## src/rtl/addsub_result_buf_pkg.sv

```systemverilog
// Shared constants and types for the add/sub result buffer.
// Holds flag bit positions, flag vector width and the 16-bit saturation limits.
// Imported by addsub_flag_gen and addsub_result_buf.
package addsub_result_buf_pkg;

   localparam int FLAG_V   = 0;
   localparam int FLAG_C   = 1;
   localparam int FLAG_Z   = 2;
   localparam int FLAG_N   = 3;
   localparam int FLAG_SUB = 4;
   localparam int FLAG_W   = 5;

   localparam logic [15:0] SAT_POS = 16'h7FFF;
   localparam logic [15:0] SAT_NEG = 16'h8000;

   // Field order matches the bit indices above: sub is bit 4, v is bit 0.
   typedef struct packed {
      logic sub;
      logic n;
      logic z;
      logic c;
      logic v;
   } flags_t;

endpackage

```

## src/rtl/addsub_flag_gen.sv

```systemverilog
// Flag generation for one adder result: optional saturation, then {SUB,N,Z,C,V}.
// Latency: purely combinational, zero cycles.
// Backpressure: none; the caller only uses the outputs when it pushes.
// Saturation is enabled by defining ADDSUB_RESULT_SAT_EN.
module addsub_flag_gen
   import addsub_result_buf_pkg::*;
#(
   parameter int W = 16
) (
   input  logic [W-1:0]      sum,
   input  logic              cout,
   input  logic              ovf,
   input  logic              sub,
   output logic [W-1:0]      sum_out,
   output logic [FLAG_W-1:0] flags
);

`ifdef ADDSUB_RESULT_SAT_EN
   // Width-generic forms of SAT_POS / SAT_NEG (identical to them at W=16).
   localparam logic [W-1:0] SAT_P = {1'b0, {(W-1){1'b1}}};
   localparam logic [W-1:0] SAT_N = {1'b1, {(W-1){1'b0}}};

   // A wrapped negative result means the true value overflowed upwards, and vice versa.
   always_comb begin
      sum_out = sum;
      if (ovf) begin
         sum_out = sum[W-1] ? SAT_P : SAT_N;
      end
   end
`else
   // Without saturation the two's-complement wrapped value is kept as is.
   always_comb begin
      sum_out = sum;
   end
`endif

   // N and Z describe the value actually stored; C and V pass through untouched.
   always_comb begin
      flags           = '0;
      flags[FLAG_SUB] = sub;
      flags[FLAG_N]   = sum_out[W-1];
      flags[FLAG_Z]   = (sum_out == '0);
      flags[FLAG_C]   = cout;
      flags[FLAG_V]   = ovf;
   end

endmodule

```

## src/rtl/addsub_result_buf.sv

```systemverilog
// Registered result FIFO behind the add/sub datapath with flags and sticky overflow.
// Latency: an entry pushed at edge k is presented from cycle k+1; no in-to-out bypass.
// Backpressure: in_ready = !full, and a same-cycle pop never frees a slot for a push when full.
// Optional saturation of overflowed sums is built when ADDSUB_RESULT_SAT_EN is defined.
module addsub_result_buf
   import addsub_result_buf_pkg::*;
#(
   parameter int DEPTH = 4,
   parameter int W     = 16
) (
   input  logic                     clk,
   input  logic                     rst,
   input  logic                     in_valid,
   output logic                     in_ready,
   input  logic [W-1:0]             in_sum,
   input  logic                     in_cout,
   input  logic                     in_ovf,
   input  logic                     in_sub,
   output logic                     out_valid,
   input  logic                     out_ready,
   output logic [W-1:0]             out_sum,
   output logic [FLAG_W-1:0]        out_flags,
   output logic [$clog2(DEPTH):0]   count,
   output logic                     ovf_sticky,
   input  logic                     clr_sticky
);

   localparam int AW = $clog2(DEPTH);
   localparam int CW = AW + 1;
   localparam logic [CW-1:0] FULL_CNT = CW'(DEPTH);

   logic [W-1:0]  sum_mem  [DEPTH];
   flags_t        flag_mem [DEPTH];

   logic [AW-1:0] wr_ptr;
   logic [AW-1:0] rd_ptr;

   logic [W-1:0]      gen_sum;
   logic [FLAG_W-1:0] gen_flags;
   logic              push;
   logic              pop;
   logic              empty;

   addsub_flag_gen #(
      .W (W)
   ) u_flag_gen (
      .sum     (in_sum),
      .cout    (in_cout),
      .ovf     (in_ovf),
      .sub     (in_sub),
      .sum_out (gen_sum),
      .flags   (gen_flags)
   );

   // Handshake qualifiers; push depends only on full, so a pop cannot refill a full buffer.
   always_comb begin
      empty     = (count == '0);
      in_ready  = (count != FULL_CNT);
      out_valid = !empty;
      push      = in_valid && in_ready;
      pop       = out_valid && out_ready;
   end

   // Head outputs are forced to zero when empty so stale storage never leaks out.
   always_comb begin
      out_sum   = '0;
      out_flags = '0;
      if (!empty) begin
         out_sum   = sum_mem[rd_ptr];
         out_flags = flag_mem[rd_ptr];
      end
   end

   // Entry storage is not reset; count decides which entries are meaningful.
   always_ff @(posedge clk) begin
      if (push) begin
         sum_mem[wr_ptr]  <= gen_sum;
         flag_mem[wr_ptr] <= flags_t'(gen_flags);
      end
   end

   // Pointers wrap naturally at DEPTH (power of two); count tracks occupancy.
   always_ff @(posedge clk or posedge rst) begin
      if (rst) begin
         wr_ptr <= '0;
         rd_ptr <= '0;
         count  <= '0;
      end else begin
         if (push) begin
            wr_ptr <= wr_ptr + AW'(1);
         end
         if (pop) begin
            rd_ptr <= rd_ptr + AW'(1);
         end
         case ({push, pop})
            2'b10:   count <= count + CW'(1);
            2'b01:   count <= count - CW'(1);
            default: count <= count;
         endcase
      end
   end

   // Sticky overflow: an accepted V=1 entry takes priority over a clear in the same cycle.
   always_ff @(posedge clk or posedge rst) begin
      if (rst) begin
         ovf_sticky <= 1'b0;
      end else if (push && in_ovf) begin
         ovf_sticky <= 1'b1;
      end else if (clr_sticky) begin
         ovf_sticky <= 1'b0;
      end
   end

endmodule

```

## config.mk

```make
export PLATFORM = sky130hd
export DESIGN_NAME = addsub_result_buf
export DESIGN_NICKNAME = d
export VERILOG_FILES = /design/src/rtl/addsub_result_buf_pkg.sv /design/src/rtl/addsub_flag_gen.sv /design/src/rtl/addsub_result_buf.sv
export SDC_FILE = /design/constraint.sdc
export NUM_CORES = 1
export LEC_CHECK = 0
export BUFFER_PORTS_ARGS = -buffer_cell sky130_fd_sc_hd__buf_2
export CAP_MARGIN = 10
export CORE_MARGIN = 2
export CORE_UTILIZATION = 45
export DETAILED_ROUTE_END_ITERATION = 12
export PLACE_DENSITY = 0.65
export SKIP_LAST_GASP = 1
export SLEW_MARGIN = 5
export SYNTH_ARGS = -nofsm -noshare
export SYNTH_HDL_FRONTEND = slang
export SYNTH_SLANG_ARGS = --single-unit
```

## constraint.sdc

```tcl
create_clock -name clk -period 2.3 [get_ports clk]
set_input_delay 0 -clock clk [delete_from_list [all_inputs] [get_ports clk]]
set_output_delay 0 -clock clk [all_outputs]
set_load 0.05 [all_outputs]
```

==> summary.txt, run 1 <==
Yosys
  • Dominant synthesized flop cell: edfxtp_1
  • Post-synth net total: 203
  • Post-synthesis sequential area ratio: 0.7402
  • Post-synth top area share: 0.6833
  • Cell area after synthesis: between 3000 and 4000 um2
  • Top cells by area, synth: edfxtp_1, mux4_2, dfrtp_1, and2_1, ha_1
  • Cells after Synth: around 170
  • Register bit total from synthesis: between 80 and 90
  • Yosys cell types: 23
  • Top-count cell post-synth: edfxtp_1
  • Post-synth EDFFs: 80
  • Post-synth ARST share: 0.09091
  • Commonest cells post-synth: edfxtp_1, and2_1, mux4_2
  • Syn avg cell area: 20.32 um2
  • Leading area contributor after synthesis: edfxtp_1
  • Synthesis Warnings: 0

Setup path
  • Critical path arrival: 2.35 ns
  • CP startpoint kind: register
  • CP endpoint kind: register
  • WP data required: 2.56 ns
  • Critical path class: register to register
  • Worst Path Max Fanout: 6
  • Worst R2R Setup Slack: 0.22 ns

Die
  • Io pins: 51
  • Row count: 32
  • Core Area: between 7000 and 8000 um2
  • Die ar.: approximately 8500 um2
  • Die Span Y: approximately 92 um
  • Die X: between 90 and 100 um
  • Starting Density: 0.4598

Timing
  • Rel. slew slack: 0.2569
  • Measured slew at the worst slew-check pin: ~1.1 ns
  • Final Max Tran Viols: 0
  • Fmax: just under 500 MHz
  • Final min period: between 2 and 2.5 ns
  • Hold Fails Final Rpt: 0
  • Clock Skews: roughly 0.0074 ns
  • Hold WS: ~0.061 ns
  • Total Neg Setup Slack: 0 ns
  • Crit share post-route: 0.9052
  • RSZ-0062 raised after global routing: no
  • Final Setup Violations: 0

Clock network
  • Clock Tree Buf Depth: 2
  • CTS tree: built
  • TritonCTS Sinks: between 80 and 90
  • Num CTS Buffers: 9
  • Root Buffer: clkbuf_8
  • Clock H-tree levels: 3
  • Clk slew on worst S/H paths: roughly 0.08 ns
  • Clk_lat worst skew: ~0.34 ns

Global routing
  • First-pass GRT wire length: 9.446 mm
  • Antenna violations before repair: 0
  • GRT Util Overall: 0.1504
  • Vias in the first global route: 1831
  • Grt ovf: 0
  • Largest net degree at the start of global routing: 23

Place
  • Routability cong.: around 0.76
  • Port Buffers: 50
  • HPWL after DPL: between 3 and 4 mm
  • Post-DP Area: slightly below 4000 um2
  • Dpl cells: 322

Min path
  • Hold/Removal Path Class: input port to register

Final layout
  • Total Nets Final: roughly 280
  • Final Cell Area: 4348 um2
  • Layout fillers: between 600 and 700
  • Share of cells above drive strength 1: 0.3798
  • Antenna cells: 0
  • Multi-input combinational cell area: approximately 860 um2
  • Cell Count, Final, Fillers Out: 360
  • Register area: 2606 um2
  • Area grow syn2layout: 23.67%

Detailed routing
  • Drt first pass iters: 4
  • Met3 wire length: roughly 230 um
  • Total number of vias: roughly 1800
  • Final wirelength: ~6 mm
  • WL/cell: 16.71 um
  • Top sig layer: met4
  • Wl on met1: around 2.8 mm
  • Vias per cell: slightly below 5
  • DRC violations left: 0
  • Antenna-violating nets left: 0
  • Met2 WL: a little under 3 mm
  • DRC violation total after the first TritonRoute iteration: between 60 and 70

Job
  • Max Cap Viol: 0

Status
  • Status: completed
==> area by class of cell <==
class	instances	area share
Clock inverter	6	0.01928
Timing Repair Buffer	76	0.1180
Sequential cell	88	0.5994
Inverter	8	0.006906
Tap cell	102	0.02935
Clock buffer	10	0.02935
Multi-Input combinational cell	70	0.1977
==> layout by cell type, fill, tap and decap left out <==
master | synthesis | layout
dfrtp_1 | 8 | 5
inv_2 | 0 | 2
or3_1 | 1 | 1
nor4_1 | 4 | 4
or3b_4 | 1 | 1
xor2_1 | 3 | 3
nand3_1 | 1 | 1
clkinv_1 | 0 | 1
and2_4 | 1 | 1
fa_2 | 0 | 1
ha_4 | 0 | 1
clkinvlp_4 | 0 | 2
buf_12 | 0 | 1
dlygate4sd3_1 | 0 | 22
and3_1 | 4 | 4
clkinv_2 | 0 | 1
mux2_4 | 1 | 1
clkbuf_8 | 0 | 9
a22o_1 | 1 | 1
xnor2_1 | 3 | 3
dfrtp_2 | 0 | 3
clkbuf_1 | 3 | 1
ha_1 | 5 | 4
buf_2 | 1 | 50
buf_4 | 3 | 3
mux4_2 | 20 | 20
bufinv_16 | 0 | 2
edfxtp_1 | 80 | 80
inv_1 | 8 | 6
nor2_1 | 1 | 1
and4_1 | 1 | 1
and2_1 | 21 | 21
mux2i_1 | 1 | 1
==> critical path, stage by stage (launching register included) <==
cell,delay [ns]
dfrtp_2,0.42
or3b_4,0.43
and2_4,0.17
inv_2,0.06
ha_4,0.13
inv_2,0.04
fa_2,0.34
xor2_1,0.14
nor2_1,0.12
xor2_1,0.15
==> kinds of logic (layout without fill, tap and decap cells) <==
group           Yosys count  in the layout  share of synthesized area
flops                    88             88                     0.7402
simple gates             35             35                    0.06406
mux                      22             22                     0.1352
buf+inv                  15            100                    0.01957
fa+ha+maj                 6              6                    0.02349
xor+xnor                  6              6                    0.01495
compound gates            1              1                   0.002492
==> flip-flops by register name, indices dropped and copies added, names as in the netlist <==
signal	cells
rd_ptr	2
count	3
sum_mem	60
flag_mem	20
ovf_sticky	1
wr_ptr	2
==> path summary, 6_finish.rpt <==
path                        endpoint     start  depth (start not counted)
max                         count[2]  count[1]                          9
min                        wr_ptr[0]  in_valid                          3
max reg2reg                 count[2]  count[1]                          9
min reg2reg                 count[2]  count[2]                          1
max in group asynchronous   count[2]       rst                          3
min in group asynchronous  wr_ptr[0]       rst                          3
==> per-stage QoR <==
| stage | setup WS (ns) | utilization |
|---|---|---|
| floorplan | 0.01568 | - |
| global placement | 0.2441 | 0.5121 |
| detailed placement | 0.2071 | 0.5121 |
| CTS | 0.2046 | 0.5686 |
| global route | 0.1210 | 0.5686 |
| finish | 0.2181 | 0.5686 |
==> what timing repair did <==
| action | in CTS | in global routing |
|---|---|---|
| buffers inserted | 0 | 0 |
| hold buffers | 22 | 0 |
| resized for setup | 0 | 0 |
| hold endpoints to repair | 86 | 0 |
==> per-layer routing <==
| layer | global-route usage | vias up |
|---|---|---|
| li1 | - | 836 |
| met1 | 0.2068 | 887 |
| met2 | 0.2427 | 51 |
| met3 | 0.02441 | 8 |
| met4 | 0.05970 | 0 |
| met5 | 0 | - |
Power of run 1 is left out: the tool's default activity adds up to more than one toggle a clock period on the data nets, which glitch-free logic cannot reach.
==> run 2: changes to the inputs <==
--- a/config.mk
+++ b/config.mk
@@ -13,2 +13,3 @@
 export PLACE_DENSITY = 0.65
+export SETUP_SLACK_MARGIN = 0.1
 export SKIP_LAST_GASP = 1
==> constraint.sdc (replaced) <==
create_clock -name clk -period 2.3 [get_ports clk]
set_input_delay 0.345 -clock clk [delete_from_list [all_inputs] [get_ports clk]]
set_output_delay 0.345 -clock clk [all_outputs]
set_load 0.05 [all_outputs]
==> run 2 against run 1 <==
Design area decreased by 3.6%. Hold slack improved by 0.15 ns. Routed wire length decreased by 0.63%. Critical path type is now register to output port. Largest cell class unchanged. Maximum frequency decreased by 3.3%. Flip-flop and latch count unchanged. Non-clock buffer count decreased by 17. Die area unchanged. Via count decreased by 2.4%. Final cell count decreased by 4.7%. First-iteration DRC count increased by 83%. Register-to-register slack got worse by 0.03 ns. Global-route usage decreased by 0.077 points.
==> summary.txt, run 2 (synthesized netlist as in run 1, its figures left out) <==
Final layout
  • Area grow syn2layout: 19.25%
  • Total Nets Final: 266 (-6.0%)
  • Number of flip-flops in the largest register: 60 (unchanged)
  • Commonest cells after routing, fill and taps aside: edfxtp_1, buf_2, and2_1, mux4_2, buf_4
  • Cell Count, Final, Fillers Out: 343 (-4.7%)
  • Share of cells above drive strength 1: 0.4232 (+0.04339)
  • Top flop regs: sum_mem x60, flag_mem x20, count x3
  • Antenna cells: 0 (unchanged)
  • Largest register by flop count: sum_mem
  • Most common cell after layout, fill and taps aside: edfxtp_1

Detailed routing
  • Final wirelength: 5.978 mm (-0.63%)
  • Drt first pass iters: 4 (unchanged)
  • Total number of vias: 1739 (-2.4%)
  • WL/cell: 17.43 um (+4.3%)
  • Vias per cell: 5.070 (+2.4%)
  • DRC violation total after the first TritonRoute iteration: 119 (+83%)
  • DRC violations left: 0 (unchanged)
  • Antenna-violating nets left: 0 (unchanged)

Setup path
  • WP data required: 1.96 ns (-0.60 ns)
  • R2R Path Start: count[1]
  • CP startpoint: rd_ptr[0]
  • Worst Path Max Fanout: 9 (+3)
  • Critical path class: register to output port
  • CP endpoint kind: output port
  • Critical path arrival: 1.81 ns (-0.54 ns)
  • CP startpoint kind: register

Timing
  • RSZ-0062 raised after global routing: yes
  • Rel. slew slack: 0.2805 (+0.02356)
  • Fmax: 464.5 MHz (-3.3%)
  • Final Setup Violations: 0 (unchanged)
  • Total Neg Setup Slack: 0 ns (unchanged)
  • Crit share post-route: 0.9361 (+0.03091)
  • Final Max Tran Viols: 0 (unchanged)
  • Hold WS: 0.2146 ns (+0.1536 ns)
  • Hold Fails Final Rpt: 0 (unchanged)
  • Measured slew at the worst slew-check pin: 1.079 ns (-0.03534 ns)
  • Crit path setup slack, layout: 0.1470 ns (-0.07109 ns)
  • Clock Skews: 0.01159 ns (+0.004177 ns)
  • Final min period: 2.153 ns (+0.07109 ns)

Global routing
  • Vias in the first global route: 1806 (-1.4%)
  • Largest net degree at the start of global routing: 23 (unchanged)
  • GRT Util Overall: 0.1496 (-0.0007687)
  • Antenna violations before repair: 0 (unchanged)
  • Grt ovf: 0 (unchanged)
  • First-pass GRT wire length: 9.321 mm (-1.3%)

Place
  • Port Buffers: 50 (unchanged)
  • HPWL after DPL: 3.681 mm (about the same)
  • Dpl cells: 323 (+0.31%)
  • Pre-CTS WS: 0.2085 ns (+0.001366 ns)
  • Routability cong.: 0.7366 (-2.6%)

Min path
  • Hold/Removal Path Class: input port to register
  • Worst Min Path Start: in_cout

Die
  • Die Span Y: 92.39 um (unchanged)
  • Row count: 32 (unchanged)
  • Starting Density: 0.4598 (unchanged)
  • Io pins: 51 (unchanged)
  • Die ar.: 8536 um2 (unchanged)
  • Core Area: 7647 um2 (unchanged)
  • Die X: 92.39 um (unchanged)

Status
  • Status: completed

Clock network
  • Clk slew on worst S/H paths: 0.09 ns (about the same)
  • Num CTS Buffers: 9 (unchanged)
  • Clk_lat worst skew: 0.35 ns (about the same)
  • Root Buffer: clkbuf_8
  • CTS tree: built
  • TritonCTS Sinks: 88 (unchanged)
  • Clock Tree Buf Depth: 2 (unchanged)
  • Clock H-tree levels: 3 (unchanged)

Job
  • Max Cap Viol: 0 (unchanged)
-- run 2: critical path: stages, from the launching register on --
cell     delay (ns)
dfrtp_2        0.42
buf_12         0.16
mux4_2         0.51
and2_1         0.17
buf_2          0.20
-- run 2: final cells by class --
type | count | area (um2)
sequential | 88 | 2608
timing repair buffer | 59 | 381.6
clock inverter | 5 | 55.05
tap | 102 | 127.6
multi-input combinational | 70 | 859.6
inverter | 8 | 30.03
clock buffer | 11 | 131.4
fill | 629 | 3455
-- run 2: repair_timing --
item / CTS / global route
cloned: 0 / 1
endpoints found under the setup margin: 2 / 17
buffers inserted: 1 / 1
hold endpoints to repair: 8 / 0
resized for setup: 0 / 20
hold buffers: 1 / 0
-- run 2: path summary, 6_finish.rpt --
kind | to | slack, ns | cells past startpoint
max in group asynchronous | rd_ptr[0] | 1.53 | 3
max | out_sum[1] | 0.15 | 4
min | flag_mem[2][1] | 0.21 | 1
min reg2reg | count[2] | 0.50 | 1
max reg2reg | count[2] | 0.19 | 9
min in group asynchronous | wr_ptr[1] | 0.49 | 3
-- run 2: per-layer routing --
metal	global-route usage	up-vias	wire [um]
li1	-	800	-
met1	0.1952	890	2731
met2	0.2415	41	2958
met3	0.03255	8	214
met4	0.06965	0	74
met5	0	-	0
-- run 2: through the flow --
stage / utilization / area [um2]
CTS: 0.5398 / 4128
finish: 0.5483 / 4193
global route: 0.5483 / 4193
floorplan: - / 3535
global placement: 0.5131 / 3924
detailed placement: 0.5131 / 3924
Power of run 2 is left out for the same reason.
==> run 3: changes to the inputs <==
Settings changed: PLACE_DENSITY 0.65 to not set, PLACE_DENSITY_LB_ADDON set to 0.12.
==> run 3 against run 2 <==
Flip-flop and latch count did not move. Critical path type unchanged. Highest routed layer unchanged. Design area rose by 4.4%. Non-clock buffer count did not move.
==> summary.txt, run 3 (synthesized netlist as in run 1, its figures left out) <==
Timing
  • RSZ-0062 raised after global routing: yes
  • Measured slew at the worst slew-check pin: 1.091 ns (+0.01189 ns)
  • Clock Skews: 0.01143 ns (-0.0001638 ns)
  • Final Setup Violations: 0 (unchanged)
  • Final Max Tran Viols: 0 (unchanged)
  • Final min period: 2.140 ns (-0.01247 ns)
  • Crit share post-route: 0.9307 (-0.005423)
  • Total Neg Setup Slack: 0 ns (unchanged)
  • Hold Fails Final Rpt: 0 (unchanged)
  • Fmax: 467.2 MHz (+0.58%)
  • Rel. slew slack: 0.2725 (-0.007929)

Setup path
  • Critical path arrival: 1.80 ns (about the same)
  • WP data required: 1.96 ns (about the same)
  • Critical path class: register to output port
  • CP endpoint kind: output port
  • CP startpoint kind: register
  • Worst Path Max Fanout: 8 (-1)

Die
  • Die Span Y: 92.39 um (unchanged)
  • Row count: 32 (unchanged)
  • Die ar.: 8536 um2 (unchanged)
  • Core Area: 7647 um2 (unchanged)
  • Die X: 92.39 um (unchanged)
  • Starting Density: 0.4598 (unchanged)
  • Io pins: 51 (unchanged)

Place
  • Port Buffers: 50 (unchanged)
  • HPWL after DPL: 3.948 mm (+7.2%)
  • Routability cong.: 0.7189 (-2.4%)

Detailed routing
  • Drt first pass iters: 4 (unchanged)
  • WL/cell: 18.92 um (+8.5%)
  • Final wirelength: 6.488 mm (+8.5%)
  • Antenna-violating nets left: 0 (unchanged)
  • DRC violations left: 0 (unchanged)
  • Total number of vias: 1763 (+1.4%)
  • DRC violation total after the first TritonRoute iteration: 109 (-8.4%)
  • Vias per cell: 5.140 (+1.4%)

Final layout
  • Largest register by flop count: sum_mem
  • Number of flip-flops in the largest register: 60 (unchanged)
  • Most common cell after layout, fill and taps aside: edfxtp_1
  • Commonest cells after routing, fill and taps aside: edfxtp_1, buf_2, buf_6, mux4_2
  • Area grow syn2layout: 24.56%
  • Total Nets Final: 266 (unchanged)
  • Top flop regs: sum_mem x60, flag_mem x20, count x3
  • Antenna cells: 0 (unchanged)
  • Share of cells above drive strength 1: 0.4730 (+0.04979)

Status
  • Status: completed

Clock network
  • Clk slew on worst S/H paths: 0.09 ns (about the same)
  • Num CTS Buffers: 9 (unchanged)
  • Clk_lat worst skew: 0.34 ns (about the same)
  • Root Buffer: clkbuf_8
  • Clock H-tree levels: 3 (unchanged)
  • Clock Tree Buf Depth: 2 (unchanged)
  • CTS tree: built
  • TritonCTS Sinks: 88 (unchanged)

Global routing
  • First-pass GRT wire length: 10.25 mm (+10%)
  • Largest net degree at the start of global routing: 23 (unchanged)
  • Vias in the first global route: 1899 (+5.1%)
  • Antenna violations before repair: 0 (unchanged)
  • GRT Util Overall: 0.1629 (+0.01329)
  • Grt ovf: 0 (unchanged)

Min path
  • Hold/Removal Path Class: input port to register

Job
  • Max Cap Viol: 0 (unchanged)
## run 3: critical path, cell delays in order, from the launching register on
cell and delay, ns:
dfrtp_2 0.44, clkbuf_16 0.20, mux4_2 0.50, and2_4 0.17, buf_6 0.14
## run 3: per-stage QoR
| stage | util | hold slack (ns) | instances | worst slack, ns | cell area, um2 |
|---|---|---|---|---|---|
| finish | 0.5726 | 0.2297 | 343 | 0.1595 | 4379 |
| floorplan | - | 0.1605 | 173 | 0.02878 | 3535 |
| global placement | 0.5137 | 0.3074 | 322 | 0.2736 | 3929 |
| CTS | 0.5458 | 0.2148 | 339 | 0.07571 | 4174 |
| global route | 0.5726 | 0.2141 | 343 | 0.09090 | 4379 |
| detailed placement | 0.5137 | 0.3233 | 322 | 0.1732 | 3929 |
## run 3: area by class of cell
| class | instances | area (um2) |
|---|---|---|
| Tap cell | 102 | 127.6 |
| Clock buffer | 10 | 127.6 |
| Sequential cell | 88 | 2608 |
| Timing Repair Buffer | 59 | 494.2 |
| Fill cell | 610 | 3268 |
| Inverter | 8 | 30.03 |
| Clock inverter | 6 | 107.6 |
| Multi-Input combinational cell | 70 | 884.6 |
## run 3: path summary, 6_finish.rpt
path	to	start	cells past startpoint	slack (ns)
max	out_flags[4]	rd_ptr[0]	4	0.16
min	flag_mem[0][1]	in_cout	1	0.23
max reg2reg	count[2]	count[0]	9	0.17
min reg2reg	count[2]	count[2]	1	0.50
max in group asynchronous	rd_ptr[0]	rst	3	1.50
min in group asynchronous	count[2]	rst	3	0.52
## run 3: per-layer routing
layer / vias up / routed length [um] / global-route usage / part of all wire
li1: 801 / - / - / -
met1: 910 / 2838 / 0.2135 / 0.44
met2: 43 / 3304 / 0.2616 / 0.51
met3: 9 / 245 / 0.03499 / 0.038
met4: 0 / 99 / 0.07711 / 0.015
met5: - / 0 / 0 / 0
## run 3: timing repair
action	CTS	global route
hold endpoints to repair	8	0
pin swaps	0	1
cloned	0	1
gates resized for setup	0	74
hold buffers	1	0
buffers inserted	0	3
setup endpoints to repair	4	22
Power of run 3 is left out for the same reason.
